===== config.mk =====
export PLATFORM = sky130hd
export DESIGN_NAME = serial_addsub_ctrl
export DESIGN_NICKNAME = d
export VERILOG_FILES = /design/src/rtl/serial_addsub_ctrl_pkg.sv /design/src/rtl/serial_addsub_ctrl_full_adder.sv /design/src/rtl/serial_addsub_ctrl.sv
export SDC_FILE = /design/constraint.sdc
export NUM_CORES = 1
export LEC_CHECK = 0
export BUFFER_PORTS_ARGS = -buffer_cell sky130_fd_sc_hd__buf_2
export CAP_MARGIN = 20
export CORE_ASPECT_RATIO = 1.2
export CORE_MARGIN = 8
export CORE_UTILIZATION = 53
export DETAILED_ROUTE_END_ITERATION = 12
export PLACE_DENSITY = 0.77
export REMOVE_ABC_BUFFERS = 1
export SYNTH_ARGS = -nofsm -noshare
export SYNTH_HDL_FRONTEND = slang
export SYNTH_HIERARCHICAL = 1
export SYNTH_SLANG_ARGS = --single-unit
export TNS_END_PERCENT = 30

===== constraint.sdc =====
create_clock -name clk -period 1.58 [get_ports clk]
set_input_delay 0.158 -clock clk [delete_from_list [all_inputs] [get_ports clk]]
set_output_delay 0.158 -clock clk [all_outputs]
set_load 0.05 [all_outputs]

===== src/rtl/serial_addsub_ctrl_pkg.sv =====
// Shared encodings for the bit-serial add/subtract engine.
package serial_addsub_ctrl_pkg;

    // Encoding 2'd3 is unused and decodes as idle wherever state is examined.
    typedef enum logic [1:0] {
        ST_IDLE = 2'd0,
        ST_RUN  = 2'd1,
        ST_DONE = 2'd2
    } state_t;

    localparam logic OP_ADD = 1'b0;
    localparam logic OP_SUB = 1'b1;

endpackage


===== src/rtl/serial_addsub_ctrl_full_adder.sv =====
// Single-bit full adder, time-shared by the serial engine across all bit positions.
module fullAdder (
    input  logic A,
    input  logic B,
    input  logic Ci,
    output logic S,
    output logic Ca
);

    assign S  = A ^ B ^ Ci;
    assign Ca = (A & B) | (Ci & (A ^ B));

endmodule


===== src/rtl/serial_addsub_ctrl.sv =====
// Bit-serial WIDTH-bit add/subtract: operands stream LSB-first through one full adder.
// Handshakes: a transfer occurs on a rising edge where valid && ready; producers hold data until then.
module serial_addsub_ctrl
    import serial_addsub_ctrl_pkg::*;
#(
    parameter  int WIDTH = 8,
    localparam int CNT_W = $clog2(WIDTH)
) (
    input  logic             clk,
    input  logic             rst,
    input  logic             in_valid,
    output logic             in_ready,
    input  logic             op_sub,
    input  logic [WIDTH-1:0] A,
    input  logic [WIDTH-1:0] B,
    output logic             out_valid,
    input  logic             out_ready,
    output logic [WIDTH-1:0] S,
    output logic             Co,
    output logic             Ov
);

    localparam logic [CNT_W-1:0] CNT_LAST = CNT_W'(WIDTH - 1);

    state_t             state_q;
    logic [WIDTH-1:0]   a_sr_q;
    logic [WIDTH-1:0]   b_sr_q;
    logic               carry_q;
    logic [CNT_W-1:0]   cnt_q;
    logic [WIDTH-1:0]   s_q;
    logic               co_q;
    logic               ov_q;

    logic [WIDTH-1:0]   b_load_d;
    logic               sum_bit;
    logic               carry_d;

    // Subtraction is A + ~B + 1: invert B on load and seed the carry with 1.
    assign b_load_d = (op_sub == OP_SUB) ? ~B : B;

    fullAdder u_fa (
        .A  (a_sr_q[0]),
        .B  (b_sr_q[0]),
        .Ci (carry_q),
        .S  (sum_bit),
        .Ca (carry_d)
    );

    always_ff @(posedge clk) begin
        if (rst) begin
            state_q <= ST_IDLE;
            a_sr_q  <= '0;
            b_sr_q  <= '0;
            carry_q <= 1'b0;
            cnt_q   <= '0;
            s_q     <= '0;
            co_q    <= 1'b0;
            ov_q    <= 1'b0;
        end else begin
            case (state_q)
                ST_RUN: begin
                    s_q     <= {sum_bit, s_q[WIDTH-1:1]};
                    a_sr_q  <= a_sr_q >> 1;
                    b_sr_q  <= b_sr_q >> 1;
                    carry_q <= carry_d;
                    cnt_q   <= cnt_q + CNT_W'(1);
                    if (cnt_q == CNT_LAST) begin
                        // carry_q here is the carry into the MSB.
                        ov_q    <= carry_q ^ carry_d;
                        co_q    <= carry_d;
                        state_q <= ST_DONE;
                    end
                end
                ST_DONE: begin
                    if (out_ready) begin
                        state_q <= ST_IDLE;
                    end
                end
                default: begin
                    if (in_valid) begin
                        a_sr_q  <= A;
                        b_sr_q  <= b_load_d;
                        carry_q <= (op_sub != OP_ADD);
                        cnt_q   <= '0;
                        state_q <= ST_RUN;
                    end
                end
            endcase
        end
    end

    assign in_ready  = (state_q != ST_RUN) && (state_q != ST_DONE);
    assign out_valid = (state_q == ST_DONE);
    assign S         = s_q;
    assign Co        = co_q;
    assign Ov        = ov_q;

endmodule

==> results.cfg <==
[clock_network]
htree_levels = 2
insertion_delay_ps = 320
clk_pin_slew_worst_paths_ps = 90
cts_num_sinks = 32
cts_buffer_depth = 2
cts-buffers-inserted = 5
cts_tree = built
root_buffer = clkbuf_4
postCtsSetupRepairBufs = 0

[worst_hold_path]
holdPathStages = 3
min_from = A[7]
min_to = a_sr_q[7]
hp-class = primary input to flip-flop

[power]
finalPower_mw = 2.33
p_leak_nw = 0.768
power_density_nw_per_um2 = 1290
ir_drop_v = 0.00121

[worst_setup_path]
endpoint_kind = output pin
cp_max_fo = 9
reg2reg_depth = 4
cp_top_family = flip-flops
cp_slowest_cell = dfxtp_1
start_kind = flip-flop
critPathMaxStageDelay_ps = 390
required_ps = 1420
r2r_slack_ps = 140
worst-path-buf-inv = 2
worstSetupPathType = flip-flop to output pin
r2r-end = state_q[0]
crit_chain = ha_2 > buf_4 > clkbuf_4
worstPathArrival_ps = 1370
timing.rr.start = state_q[1]

[synthesis]
synth_top_area_share_pct = 41.7
netlist_instances = 163
synth-seq-cells = 32
ys_seq_area_share_pct = 41.7
synth_warnings = 6
synth_area_leaders = dfxtp_1 (42%), mux2i_1 (12%), nor2_1 (5.4%)
synth.distinct_cells = 29
syn_avg_cell_area_um2 = 9.43
synth_top_area_cell = dfxtp_1
syn-cell-area_um2 = 1540

[final_layout]
antenna_cells = 0
layout-drive-gt1-share_pct = 25.0
fillerInstances = 249
final_util_pct = 64.6
area_growth_pct = 17.0
final_cell_area_um2 = 1800
final_nets = 222

[timing]
min_period_over_period_pct = 96.7
setup_violations = 0
rsz0062_at_grt = true
worst_pin_slew_ps = 453
finClkSkew_ps = 6.08
fin_crit_ps = 1530
hold_viol = 0
fin_hold_ws_ps = 153
worst_slew_margin_rel_pct = 69.4
setup_ws_ps = 52.6
clock.fmax_mhz = 655
finalMaxSlewViolations = 0

[detailed_routing]
vias_per_cell = 5.29
drc_errors = 0
ant_nets = 0
finalWirelength_um = 3040
drt_iter0_markers = 44
vias = 1217
post_drt_wl_per_cell_um = 13.2
first_pass_iters = 4

[global_route]
overflow = 0
grt_pass1_wl_um = 5090
grt_start_max_net_pins = 29
grt_pass1_vias = 1190
antenna_found_initial = 0
grt.total_usage_pct = 13.2

[flow_run]
drv_cap = 0

[placement]
gp_congestion = 0.745
dpl_cell_area_um2 = 1730
pre_cts_ws_ps = 93.4
port_buffers = 32
post-dp-hpwl_um = 2280

[die]
start_util_pct = 55.2
die-area_um2 = 4890
rows = 21
die_width_um = 65.2
ios = 33
coreArea_um2 = 2790
die_h_um = 75.0

[status]
status = finished clean
==> registers in the layout, summed over array words and instances, names as in the netlist <==
signal   count
Ov           1
b_sr_q       8
cnt_q        3
state_q      2
Co           1
a_sr_q       8
S            8
carry_q      1
==> metal layers <==
| metal | global-route usage [%] | vias up | part of all wire, % |
|---|---|---|---|
| li1 | - | 629 | - |
| met1 | 12.9 | 558 | 42 |
| met2 | 24.1 | 25 | 50 |
| met3 | 5.95 | 5 | 6.9 |
| met4 | 4.85 | 0 | 1.1 |
| met5 | 0 | - | 0 |
==> Yosys cell counts <==
library cell	number
ha_1	4
nor2_1	22
fa_1	1
a21oi_1	9
dfxtp_1	32
inv_1	4
nor3_1	2
a221oi_2	1
buf_2	4
o21ai_0	1
o211ai_1	7
o21bai_2	1
xor2_1	8
a22o_1	1
buf_4	2
o311ai_0	1
or3_1	1
a211oi_1	8
nor2b_1	2
buf_6	3
a22oi_1	3
nand2b_1	9
nand3_1	1
a32o_1	1
nand2_1	12
o21ba_2	1
xnor2_1	1
clkbuf_1	2
mux2i_1	19
==> worst max path at each step <==
stage               startpoint  slack, ps        end  cells past startpoint
detailed placement  state_q[0]         90  a_sr_q[5]                      6
floorplan           state_q[1]       -720  b_sr_q[0]                      5
CTS                 state_q[1]          7  out_valid                      3
global route        state_q[1]        -30  out_valid                      3
finish              state_q[1]         50  out_valid                      3
global placement    state_q[0]        180  a_sr_q[6]                      6
==> where the power goes <==
| part | switching (mW) | leakage, nW | internal [mW] |
|---|---|---|---|
| clock network | 0.256 | 0.0374 | 0.252 |
| logic | 0.454 | 0.469 | 0.371 |
| registers | 0.0682 | 0.262 | 0.927 |
| total | 0.777 | 0.768 | 1.55 |
==> layout make-up <==
class / instances / area [um^2] / area share, %
clock buffers: 7 / 65.1 / 3.62
inverters: 4 / 15.0 / 0.834
multi-input cells: 116 / 811 / 45.1
flip-flops and latches: 32 / 641 / 35.6
well taps: 34 / 42.5 / 2.36
repair buffers: 37 / 225 / 12.5
==> placed cells by master (no fill, tap or decap) <==
cell type and n:
fa_1 1, buf_4 3, a21oi_1 9, a211oi_1 8, nor3_1 2, xor2_1 8, a32o_1 1, clkbuf_4 6
nor2_1 22, o311ai_0 1, nand2_1 12, nand2b_1 9, o211ai_1 7, clkbuf_8 2, a221oi_2 1, xnor2_1 1
o21bai_2 1, nand3_1 1, inv_1 4, o21ai_0 1, or3_1 1, dfxtp_1 32, a22o_1 1, buf_2 31
nor2b_1 2, mux2i_1 19, ha_2 2, a22oi_1 3, ha_1 2, o21ba_2 1, buf_12 2
==> stage by stage <==
stage                     cells  setup TNS, ps
after floorplan             152         -15950
after global placement      223              0
after detailed placement    223              0
after CTS                   230              0
after global routing        230          -27.5
final                       230              0
==> worst min-delay path, delay by kind of cell <==
| family | cells | cell delay, ps |
|---|---|---|
| AO/OA/AOI/OAI | 2 | 210 |
| buffers and inverters | 1 | 80 |
==> cell families after synthesis <==
family / synth area share [%]
AOI/OAI and AO/OA: 16.2
xor gates and xnor gates: 5.13
adders and majority gates: 4.56
buffers and inverters: 5.94
DFF: 41.7
muxes: 12.4
and+or+nand+nor: 14.2
==> what timing repair did <==
action | in CTS | in global routing
gates resized for setup | 1 | 1
hold buffers | 0 | 0
setup endpoints to repair | 1 | 1
No activity file was read; power rests on OpenSTA's default activity.
